File: src/rtl/intr_collector.sv
// intr_collector: gathers one-shot interrupt requests from N_ENG engines into
// per-channel pending slots and issues them one at a time to a single host
// interrupt port. Channels are picked round-robin. An issue that the host
// never acknowledges is abandoned after TIMEOUT cycles and retried later.
module intr_collector #(
    parameter int N_ENG   = 4,
    parameter int CTXW    = 9,
    parameter int TIMEOUT = 1024
) (
    input  logic                    clk,
    input  logic                    resetn,
    input  logic [N_ENG-1:0]        eng_req,
    input  logic [64*N_ENG-1:0]     eng_src,
    input  logic [CTXW*N_ENG-1:0]   eng_ctx,
    output logic [N_ENG-1:0]        eng_ack,
    output logic                    host_req,
    output logic [63:0]             host_src,
    output logic [CTXW-1:0]         host_ctx,
    input  logic                    host_ack,
    output logic [N_ENG-1:0]        ovf_sticky,
    output logic [N_ENG-1:0]        tmo_sticky,
    input  logic                    sticky_clr
);

    localparam int GW = $clog2(N_ENG);
    localparam int CW = $clog2(TIMEOUT);

    typedef enum logic {
        S_IDLE = 1'b0,
        S_WAIT = 1'b1
    } state_t;

    state_t            state_q, state_d;
    logic [N_ENG-1:0]  pending_q, pending_d;
    logic [63:0]       ch_src_q [N_ENG];
    logic [63:0]       ch_src_d [N_ENG];
    logic [CTXW-1:0]   ch_ctx_q [N_ENG];
    logic [CTXW-1:0]   ch_ctx_d [N_ENG];
    logic [GW-1:0]     last_grant_q, last_grant_d;
    logic [CW-1:0]     wait_cnt_q, wait_cnt_d;
    logic [63:0]       host_src_q, host_src_d;
    logic [CTXW-1:0]   host_ctx_q, host_ctx_d;
    logic [N_ENG-1:0]  eng_ack_q, eng_ack_d;
    logic [N_ENG-1:0]  ovf_q, ovf_d;
    logic [N_ENG-1:0]  tmo_q, tmo_d;

    logic [63:0]       eng_src_s [N_ENG];
    logic [CTXW-1:0]   eng_ctx_s [N_ENG];
    logic [N_ENG-1:0]  grant_oh;
    logic [N_ENG-1:0]  clr_oh;
    logic [N_ENG-1:0]  capture;
    logic [N_ENG-1:0]  drop;
    logic [N_ENG-1:0]  tmo_set;
    logic              ack_fire;
    logic              tmo_fire;
    logic              issue;
    logic              rr_found;
    logic [GW-1:0]     rr_idx;
    int                rr_pos;

    // A request is taken when the slot is free or is being freed by the
    // acknowledge in this very cycle; otherwise it is an overflow.
    generate
        for (genvar gi = 0; gi < N_ENG; gi++) begin : g_chan
            assign eng_src_s[gi] = eng_src[64*gi +: 64];
            assign eng_ctx_s[gi] = eng_ctx[CTXW*gi +: CTXW];
            assign capture[gi]   = eng_req[gi] & (~pending_q[gi] | clr_oh[gi]);
            assign drop[gi]      = eng_req[gi] & pending_q[gi] & ~clr_oh[gi];
        end
    endgenerate

    // Acknowledge and timeout decode; last_grant doubles as the current grant in WAIT.
    always_comb begin
        grant_oh               = '0;
        grant_oh[last_grant_q] = 1'b1;
        ack_fire = (state_q == S_WAIT) && host_ack;
        tmo_fire = (state_q == S_WAIT) && !host_ack && (wait_cnt_q == CW'(TIMEOUT - 1));
        clr_oh   = ack_fire ? grant_oh : '0;
        issue    = (state_q == S_IDLE) && (|pending_q);
    end

    // Round-robin search starting one past the last granted channel.
    always_comb begin
        rr_found = 1'b0;
        rr_idx   = '0;
        rr_pos   = 0;
        for (int k = 1; k <= N_ENG; k++) begin
            rr_pos = int'(last_grant_q) + k;
            if (rr_pos >= N_ENG) begin
                rr_pos = rr_pos - N_ENG;
            end
            if (!rr_found && pending_q[rr_pos[GW-1:0]]) begin
                rr_found = 1'b1;
                rr_idx   = rr_pos[GW-1:0];
            end
        end
    end

    // Channel slots and sticky status; a new sticky event beats a clear.
    always_comb begin
        pending_d = (pending_q & ~clr_oh) | capture;
        for (int i = 0; i < N_ENG; i++) begin
            ch_src_d[i] = capture[i] ? eng_src_s[i] : ch_src_q[i];
            ch_ctx_d[i] = capture[i] ? eng_ctx_s[i] : ch_ctx_q[i];
        end
        ovf_d = (ovf_q & {N_ENG{~sticky_clr}}) | drop;
        tmo_d = (tmo_q & {N_ENG{~sticky_clr}}) | tmo_set;
    end

    // Issue bookkeeping: latch the granted channel's data, run the wait counter.
    always_comb begin
        last_grant_d = last_grant_q;
        host_src_d   = host_src_q;
        host_ctx_d   = host_ctx_q;
        wait_cnt_d   = wait_cnt_q;
        eng_ack_d    = '0;
        tmo_set      = '0;
        if (issue) begin
            last_grant_d = rr_idx;
            host_src_d   = ch_src_q[rr_idx];
            host_ctx_d   = ch_ctx_q[rr_idx];
            wait_cnt_d   = '0;
        end else if (state_q == S_WAIT) begin
            wait_cnt_d = wait_cnt_q + 1'b1;
            if (ack_fire) begin
                eng_ack_d = grant_oh;
            end else if (tmo_fire) begin
                tmo_set = grant_oh;
            end
        end
    end

    // FSM next state: every exit from WAIT lands in IDLE for at least one cycle.
    always_comb begin
        state_d = state_q;
        case (state_q)
            S_IDLE:  if (issue) state_d = S_WAIT;
            S_WAIT:  if (ack_fire || tmo_fire) state_d = S_IDLE;
            default: state_d = S_IDLE;
        endcase
    end

    // FSM output: the host request level is exactly the WAIT state.
    always_comb begin
        host_req = (state_q == S_WAIT);
    end

    // All state registers, synchronous active-low reset.
    always_ff @(posedge clk) begin
        if (!resetn) begin
            state_q      <= S_IDLE;
            pending_q    <= '0;
            last_grant_q <= GW'(N_ENG - 1);
            wait_cnt_q   <= '0;
            host_src_q   <= '0;
            host_ctx_q   <= '0;
            eng_ack_q    <= '0;
            ovf_q        <= '0;
            tmo_q        <= '0;
            for (int i = 0; i < N_ENG; i++) begin
                ch_src_q[i] <= '0;
                ch_ctx_q[i] <= '0;
            end
        end else begin
            state_q      <= state_d;
            pending_q    <= pending_d;
            last_grant_q <= last_grant_d;
            wait_cnt_q   <= wait_cnt_d;
            host_src_q   <= host_src_d;
            host_ctx_q   <= host_ctx_d;
            eng_ack_q    <= eng_ack_d;
            ovf_q        <= ovf_d;
            tmo_q        <= tmo_d;
            for (int i = 0; i < N_ENG; i++) begin
                ch_src_q[i] <= ch_src_d[i];
                ch_ctx_q[i] <= ch_ctx_d[i];
            end
        end
    end

    assign host_src   = host_src_q;
    assign host_ctx   = host_ctx_q;
    assign eng_ack    = eng_ack_q;
    assign ovf_sticky = ovf_q;
    assign tmo_sticky = tmo_q;

endmodule
File: config.mk
export PLATFORM = sky130hd
export DESIGN_NAME = intr_collector
export DESIGN_NICKNAME = d
export VERILOG_FILES = /design/src/rtl/intr_collector.sv
export SDC_FILE = /design/constraint.sdc
export NUM_CORES = 1
export LEC_CHECK = 0
export CORE_AREA = 2 2 332 170
export DETAILED_ROUTE_END_ITERATION = 6
export DIE_AREA = 0 0 334 172
export PLACE_DENSITY_LB_ADDON = 0.2
export SLEW_MARGIN = 15
export SYNTH_ARGS = -nofsm -noshare
export SYNTH_HDL_FRONTEND = slang
export SYNTH_SLANG_ARGS = --single-unit
File: constraint.sdc
create_clock -name clk -period 3.1 [get_ports clk]
set_clock_uncertainty 0.1 [all_clocks]
set_input_delay 0.62 -clock clk [delete_from_list [all_inputs] [get_ports clk]]
set_output_delay 0.62 -clock clk [all_outputs]
set_load 0.02 [all_outputs]
==> flow_results.org, run 1 <==
** Job
- Across the run, the number of max-cap violations was 0.

** Routing
- Dividing the detail-routed via count by the number of cells gives 4.635.
- Final ANT Viol Nets :: 0
- Length of the first detailed-routing pass in iterations :: 5
- # DRC :: 0
- The final layout contains routed wiring with a total length of 49770 µm.
- Dividing the detail-routed wire length by the instance count gives 21.29 µm.
- Number of DRC violations after detailed-routing iteration 0 :: 842
- The routed layout has 10840 vias.

** Worst hold path
- Hold Crit Class :: reg2reg
- Along the worst hold path, the cell count comes to 1.

** Synthesis
- The synthesized netlist devotes 8.057% of its cell area to compound gates.
- Counting flops with an async set or reset pin after synthesis yields a share of 0%.
- Register bit total from synthesis :: 394
- Sequential-to-total area share from yosys stat :: 66.87%
- Yosys printed 0 warnings.
- Synthesis instantiated 47 different standard cells from the library.
- Xor-xnor portion of the synthesized cell area :: 0.3793%
- EDFF count, synth :: 292
- Proportion of synthesized area in mux cells :: 5.387%
- Synthesis produced a netlist with a net count of 1512.
- Most frequently used flop master after synthesis :: sky130_fd_sc_hd__edfxtp_1
- Per-instance average area after synthesis :: 13.39 µm²
- Synthesized-area fraction occupied by adder cells :: 0.3870%
- After synthesis, the largest family of logic cells by area is simple AND/OR/NAND/NOR gates.
- Fraction of the mapped netlist area in simple logic gates :: 16.12%
- Cell Area, Synth :: 0.01617 mm²
- Synthesis produced 1207 cells.

** Global routing
- Antenna violations before repair :: 4
- The number of global-route vias before repair is 11220.
- First-pass GRT wire length :: 72800 µm
- Global routing finished with a remaining overflow of 0.
- GRT Resource Usage Total :: 17.07%
- Entering global routing, the biggest net connects 43 pins.

** Die
- Number of I/O pins :: 386
- In this run the standard cell core region covers 0.05465 mm².
- The floorplan step set the die height to 172 µm.
- Cell Rows :: 61
- For this configuration, the core starts out at a cell density of 29.58%.
- The die covers 0.05745 mm².
- Overall die width :: 334 µm

** Timing
- Max Fclk :: 351.0 MHz
- Setup repair after global routing left no endpoint under its margin.
- Max-slew violation count :: 0
- Hold violation total from the final report :: 0
- Worst hold-check slack :: 0.3652 ns
- Summed over all failing endpoints, the final setup total negative slack is 0 ns.
- Worst path setup slack after routing :: 0.2510 ns
- Setup violation total in the final timing report :: 0
- Of the available clock period, the critical path in the final layout requires 91.90%.
- Post-route minimum period :: 2.849 ns
- In this run the tightest slew margin relative to its limit is 63.15%.
- At the pin with the least slew margin, the transition time is 0.5520 ns.

** Critical path
- Nature of the critical path endpoint :: register
- Worst Setup Start Kind :: register
- Classification of the worst setup path :: reg2reg
- Measured in cells, the most critical reg-to-reg path has a length of 9.
- In this run the worst path has a maximum fanout of 39.
- For the worst setup path, the data required time is 3.47 ns.
- For the worst setup path, the data arrival time is 3.22 ns.

** Clock network
- In this run the deepest clock path goes through 3 buffers.
- Clock root cell :: sky130_fd_sc_hd__clkbuf_16
- In this run the post-CTS setup repair buffer count came out at 0.
- Clock slew at the register clock pins of the worst setup and hold paths :: 0.07 ns
- Clock Sinks :: 394
- Number of buffers added by the clock tree synthesis step :: 38
- Once the clock tree was built, the resizer swapped 0 gates to a different size.
- Source-to-sink clock delay at the later pin of the worst-skew pair :: 0.54 ns
- Buffers inserted to repair hold after CTS numbered 0.
- TritonCTS built the clock tree.
- Maximum level of the CTS H-tree :: 2

** Pwr
- VDD IR max :: 0.0003455 V
- Leakage power figure :: 8.432 nW
- Dividing total power by cell area gives a power density of 651.4 mW/mm².
- Total power for the finished layout comes to 14.53 mW.

** Placement
- Input and output buffers added on the ports amount to 385.
- Summing all placed instances gives a cell area of 0.02104 mm².
- Cell Count Post-Placement :: 2266
- At the end of routability-driven placement, the weighted congestion stood at 0.7648.
- HPWL Detailed :: 33430 µm
- Prior to clock tree synthesis, the placed netlist has a worst setup slack of 0.2826 ns.

** Final layout
- After the flow finishes, the layout carries non-filler instances totaling 2338.
- For this run, the post-layout net count is 1887.
- The sequential cells in the finished layout cover a total of 0.01081 mm².
- After routing the design area is 0.02231 mm².
- Syn-to-layout area delta :: 38.02%
- Layout Utilization :: 40.83%
- Area of the multi-input gates :: 0.004977 mm²
- Layout cell share with drive strength beyond 1 :: 6.828%
- The filler cells instantiated in the layout total 5127.

** Run status
- The flow ran to the end, and the final reports show no timing, DRC or antenna violations.
-- sequential cells by signal (all words and copies together) (netlist names) --
register and flops:
tmo_sticky 4, host_req 1, host_src 64, last_grant_q 2, ovf_sticky 4, ch_src_q 256, ch_ctx_q 36, pending_q 4
wait_cnt_q 10, host_ctx 9, eng_ack 4
-- cell usage after synthesis, drive strengths merged (3+ instances only) --
cell    instances  area (µm²)
a21oi          11       55.05
a221o          73       730.7
a22o            3       26.28
and2          296        1852
and3            9       56.30
buf            35       256.5
clkbuf         48       180.2
dfxtp         102        2042
edfxtp        292        8768
ha              5       62.56
inv             4       15.01
mux2i          78       780.8
mux4            4       90.09
nand2          97       364.1
nand4           4       25.02
nor2           14       60.06
nor2b          14       97.59
nor3            4       20.02
o21a            5       37.54
o21ai          79       395.4
xor2            5       43.79
-- logic make-up after synthesis --
kind of cell	after synthesis
AO/OA/AOI/OAI	178
XOR/XNOR	7
adder cells (fa/ha/maj)	5
buffers and inverters	87
flip-flops	394
multiplexers	82
AND/OR/NAND/NOR	454
-- power breakdown --
group / leakage, nW / total (mW) / switching (mW) / internal, mW
clock network: 0.620 / 4.83 / 2.06 / 2.77
logic: 3.83 / 3.20 / 1.66 / 1.54
registers: 3.99 / 6.51 / 0.257 / 6.25
-- worst max-delay path: stages (launching register included) --
cell	delay [ns]
sky130_fd_sc_hd__dfxtp_1	0.33
sky130_fd_sc_hd__inv_1	0.07
sky130_fd_sc_hd__ha_1	0.45
sky130_fd_sc_hd__mux4_2	0.38
sky130_fd_sc_hd__nor2b_4	0.13
sky130_fd_sc_hd__nor3_1	0.09
sky130_fd_sc_hd__or4_4	0.53
sky130_fd_sc_hd__nor2b_4	0.19
sky130_fd_sc_hd__buf_12	0.24
sky130_fd_sc_hd__a221o_1	0.20
-- worst paths after layout --
| check | from | end | slack, ns |
|---|---|---|---|
| worst min register to register | ch_ctx_q[2][5] | host_ctx[5] | 0.37 |
| worst min-delay path | ch_ctx_q[2][5] | host_ctx[5] | 0.37 |
| worst max register to register | last_grant_q[0] | host_src[3] | 0.25 |
| worst max-delay path | last_grant_q[0] | host_src[3] | 0.25 |
-- cell type report --
type	instances	area share (%)
clock inverters	14	0.6786
well taps	724	4.060
flip-flops and latches	394	48.45
diodes	3	0.03365
inverters	4	0.06729
repair buffers	418	19.39
multi-input cells	726	22.31
clock buffers	55	5.008
-- cells in the final DEF (no fill, tap or decap), types with 2 or more instances in the layout --
cell type                         instances
sky130_fd_sc_hd__a21oi_1                 11
sky130_fd_sc_hd__clkdlybuf4s50_1        385
sky130_fd_sc_hd__nor3_1                   4
sky130_fd_sc_hd__mux2i_1                 78
sky130_fd_sc_hd__nand3_1                  2
sky130_fd_sc_hd__nand3b_1                 2
sky130_fd_sc_hd__inv_1                    4
sky130_fd_sc_hd__xor2_1                   5
sky130_fd_sc_hd__clkinv_1                 4
sky130_fd_sc_hd__mux4_2                   4
sky130_fd_sc_hd__clkbuf_8                 6
sky130_fd_sc_hd__edfxtp_1               292
sky130_fd_sc_hd__diode_2                  3
sky130_fd_sc_hd__clkinv_2                 3
sky130_fd_sc_hd__xnor2_1                  2
sky130_fd_sc_hd__o21ai_1                 59
sky130_fd_sc_hd__ha_1                     5
sky130_fd_sc_hd__clkbuf_1                 9
sky130_fd_sc_hd__nand2_4                  4
sky130_fd_sc_hd__nor2b_1                 11
sky130_fd_sc_hd__o21a_1                   5
sky130_fd_sc_hd__bufinv_16                3
sky130_fd_sc_hd__dfxtp_1                102
sky130_fd_sc_hd__buf_12                  18
sky130_fd_sc_hd__nor2b_4                  3
sky130_fd_sc_hd__and2_1                 296
sky130_fd_sc_hd__a221o_1                 73
sky130_fd_sc_hd__o21ai_0                 20
sky130_fd_sc_hd__nand2_1                 93
sky130_fd_sc_hd__nand4_1                  4
sky130_fd_sc_hd__nor4_1                   2
sky130_fd_sc_hd__nor2_1                  13
sky130_fd_sc_hd__nand2b_1                 2
sky130_fd_sc_hd__and3_1                   5
sky130_fd_sc_hd__a22o_1                   3
sky130_fd_sc_hd__buf_4                   15
sky130_fd_sc_hd__and3_2                   4
sky130_fd_sc_hd__clkbuf_16               40
sky130_fd_sc_hd__or3_1                    2
-- metal layers --
| metal | share of wire [%] | track usage [%] | routed length, µm |
|---|---|---|---|
| met5 | 0 | 0 | 0 |
| met4 | 1.4 | 3.310 | 718 |
| met3 | 5.5 | 3.174 | 2753 |
| met2 | 45 | 26.64 | 22210 |
| met1 | 48 | 24.82 | 24090 |
Power figures use the tool's default switching activity.
==> inputs of run 2 (changes only) <==
--- a/config.mk
+++ b/config.mk
@@ -5,9 +5,9 @@
 export SDC_FILE = /design/constraint.sdc
 export NUM_CORES = 1
 export LEC_CHECK = 0
-export CORE_AREA = 2 2 332 170
+export CORE_AREA = 2 2 272 140
 export DETAILED_ROUTE_END_ITERATION = 6
-export DIE_AREA = 0 0 334 172
+export DIE_AREA = 0 0 274 142
 export PLACE_DENSITY_LB_ADDON = 0.2
 export SLEW_MARGIN = 15
 export SYNTH_ARGS = -nofsm -noshare
==> run 2 against run 1 <==
Effect of this change:
- final cell count decreased by 10%
- critical path depth is the same
- combinational power about the same
- die area decreased by 32%
- cell area shrank 2.1%
- sequential power barely moved
- hold slack worse by 0.0030 ns
- non-clock buffer count rose by 1
- count of clock-buffer cells in the layout rose by 3
- largest cell class unchanged
- highest routed layer unchanged
==> flow_results.org, run 2 (same netlist as run 1, synthesis figures left out) <==
** Run status
- Result of the run :: finished, final reports clean (unchanged)

** Critical path
- The arrival time reported for the critical path endpoint came to 3.26 ns (was 3.22 ns).
- R2r endpoint :: host_src[3] (unchanged)
- Worst Setup Start Kind :: register (unchanged)
- R2R cell count :: 9 (unchanged)
- Classification of the worst setup path :: reg2reg (unchanged)
- Required arrival time at the worst endpoint :: 3.45 ns (was 3.47 ns)
- The flop-to-flop setup slack was 0.19 ns (was 0.25 ns).
- The critical path launch point is last_grant_q[0] (unchanged).
- The critical-path maximum fanout was 45 (was 39).
- Nature of the critical path endpoint :: register (unchanged)
- The worst reg2reg path startpoint was last_grant_q[0] (unchanged).
- The endpoint of the most critical setup path was host_src[3] (unchanged).

** Placement
- Pre-CTS setup slack :: 0.001634 ns (was 0.2826 ns)
- The cell area after placement came to 0.02073 mm² (was 0.02104 mm²).
- The detailed-placement wirelength estimate is 29360 µm (was 33430 µm).
- Final weighted congestion in routability-driven placement :: 0.8821 (was 0.7648)
- PortBufs :: 385 (unchanged)

** Clock network
- Clk buf depth :: 3 (unchanged)
- The clock-pin slew of the registers on the worst-case setup and hold paths came to 0.07 ns (about the same).
- The CTS root buffer is sky130_fd_sc_hd__clkbuf_16 (unchanged).
- The total clock buffers created by CTS is 36 (was 38).
- The later-pin clock latency in the skew report was 0.52 ns (was 0.54 ns).
- The total number of clock tree sinks was 394 (unchanged).
- The H-tree depth reported by CTS is 2 (unchanged).
- The setup fix buffers added after clock tree synthesis is 0 (unchanged).
- The clock tree from TritonCTS was built (unchanged).

** Timing
- The number of slew-limit violations in the final report was 0 (unchanged).
- The minimum clock period came to 2.912 ns (was 2.849 ns).
- The highest clock rate was 343.4 MHz (was 351.0 MHz).
- The worst-case headroom to the max-slew limit was 58.95% (was 63.15%).
- The portion of the clock cycle consumed by the worst path in the final layout came to 93.93% (was 91.90%).
- Worst hold-check slack :: 0.3622 ns (was 0.3652 ns)
- The total count of hold-check failures in the final report came to 0 (unchanged).
- Unrepaired setup endpoints after global routing: false (unchanged).
- Worst path setup slack after routing :: 0.1882 ns (was 0.2510 ns)
- The number of endpoints failing setup at the final stage came to 0 (unchanged).
- Measured slew at the worst slew-check pin :: 0.6101 ns (was 0.5520 ns)

** Global routing
- Grt total ovfl :: 0 (unchanged)
- First-pass GRT wire length :: 67100 µm (was 72800 µm)
- Maximum number of pins on one net before global-route repair :: 60 (was 43)
- The total global routing track utilization came to 22.83% (was 17.07%).
- The initial antenna violation count is 3 (was 4).
- Via count of the first global-routing pass :: 11250 (was 11220)

** Die
- Placeable core region :: 0.03666 mm² (was 0.05465 mm²)
- The effective utilization at floorplan was 44.10% (was 29.58%).
- The top-level port count is 386 (unchanged).
- Overall die width :: 274 µm (was 334 µm)
- The number of cell rows came to 50 (was 61).
- Die boundary height :: 142 µm (was 172 µm)
- The die outline area was 0.03891 mm² (was 0.05745 mm²).

** Routing
- Length of the first detailed-routing pass in iterations :: 5 (unchanged)
- Final ANT Viol Nets :: 0 (unchanged)
- Vias post-DR :: 10830 (was 10840)
- The detailed-route wire length came to 44810 µm (was 49770 µm).
- Final routed wire length divided by cell count :: 21.30 µm (was 21.29 µm)
- The post-detailed-route via-to-cell ratio came to 5.145 (was 4.635).
- The DRC violations left came to 0 (unchanged).
- The DRC violation total after the first TritonRoute iteration was 832 (was 842).

** Pwr
- The total power per unit cell area came to 638.8 mW/mm² (was 651.4 mW/mm²).
- VDD IR max :: 0.0003106 V (was 0.0003455 V)
- The leakage power figure came to 8.338 nW (was 8.432 nW).

** Final layout
- Layout Cell Area excl Fill :: 0.02184 mm² (was 0.02231 mm²)
- Count of nets after finishing :: 1886 (was 1887)
- The total area of multi-input combinational cells is 0.004980 mm² (was 0.004977 mm²).
- Flip-flop count of the largest register, all copies and words added :: 256 (unchanged)
- Layout cell share with drive strength beyond 1 :: 6.409% (was 6.828%)
- Register bank with the most flops :: ch_src_q (unchanged)
- The area added between synthesis and finish came to 35.12% (was 38.02%).
- The total area of sequential cells was 0.01081 mm² (about the same).
- Commonest cells after routing, fill and taps aside: sky130_fd_sc_hd__clkdlybuf4s50_1 (385), sky130_fd_sc_hd__and2_1 (296), sky130_fd_sc_hd__edfxtp_1 (292) (unchanged).
- Fill cell total of the finished layout :: 2961 (was 5127)
- The most frequent standard cell in the layout excluding fill and tap cells was sky130_fd_sc_hd__clkdlybuf4s50_1 (unchanged).

** Job
- Max-cap violations :: 0 (unchanged)

** Worst hold path
- The worst hold-check path type was reg2reg (unchanged).
[run 2: changes by cell type in the layout (fill, tap and decap cells not counted), sizes merged]
| cell | previous run | this run |
|---|---|---|
| clkinv | 8 | 5 |
| buf | 33 | 34 |
| clkbuf | 55 | 58 |
| clkinvlp | 1 | 0 |
| bufinv | 3 | 1 |
| inv | 6 | 4 |
[run 2: worst min path at each step]
| stage | from | endpoint | slack, ns | cells after the start |
|---|---|---|---|---|
| 2_1_floorplan | ch_ctx_q[2][2] | host_ctx[2] | 0.35 | 1 |
| 3_3_place_gp | ch_src_q[2][2] | host_src[2] | 0.35 | 1 |
| 3_5_place_dp | ch_src_q[2][5] | host_src[5] | 0.35 | 1 |
| 4_1_cts | ch_src_q[3][55] | host_src[55] | 0.36 | 1 |
| 5_1_grt | ch_src_q[2][60] | host_src[60] | 0.38 | 1 |
| 6_report | ch_src_q[3][14] | host_src[14] | 0.36 | 1 |
[run 2: metrics by stage]
| step | utilization [%] | total power, mW | TNS [ns] | cells |
|---|---|---|---|---|
| floorplan | - | 8.269 | -36.71 | 1207 |
| global placement | 56.55 | 9.748 | 0 | 2037 |
| detailed placement | 56.55 | 9.801 | 0 | 2037 |
| CTS | 59.55 | 14.06 | 0 | 2101 |
| global route | 59.58 | 14.48 | 0 | 2103 |
| finish | 59.58 | 13.95 | 0 | 2104 |
[run 2: layout make-up]
cell class,instances,area share (%)
antenna,3,0.03437
tap,494,2.830
sequential,394,49.50
clock buffer,58,4.783
timing repair buffer,419,19.74
clock inverter,6,0.2463
inverter,4,0.06874
multi-input combinational,726,22.80
[run 2: report_power, final]
group          internal [mW]  switching, mW
Clock                   2.39           1.88
Sequential              6.25          0.264
Combinational           1.54           1.63
Total                   10.2           3.77
[run 2: timing repair]
action	in CTS	in global routing
resized for setup	1	2
endpoints found under the setup margin	8	73
hold buffers	0	0
[run 2: metal layers]
layer | GRT usage [%] | share of wire [%]
met1 | 31.76 | 44
met4 | 5.378 | 1.8
met3 | 4.184 | 6.8
met2 | 37.39 | 47
met5 | 0 | 0
[run 2: worst max-delay path, cell delays in order, from the launching register on]
cell and delay (ns):
sky130_fd_sc_hd__dfxtp_2 0.41, sky130_fd_sc_hd__inv_1 0.11, sky130_fd_sc_hd__ha_2 0.42, sky130_fd_sc_hd__mux4_2 0.35
sky130_fd_sc_hd__nor2b_4 0.13, sky130_fd_sc_hd__nor3_1 0.09, sky130_fd_sc_hd__or4_4 0.54, sky130_fd_sc_hd__nor2b_4 0.19
sky130_fd_sc_hd__buf_12 0.27, sky130_fd_sc_hd__a221o_1 0.20
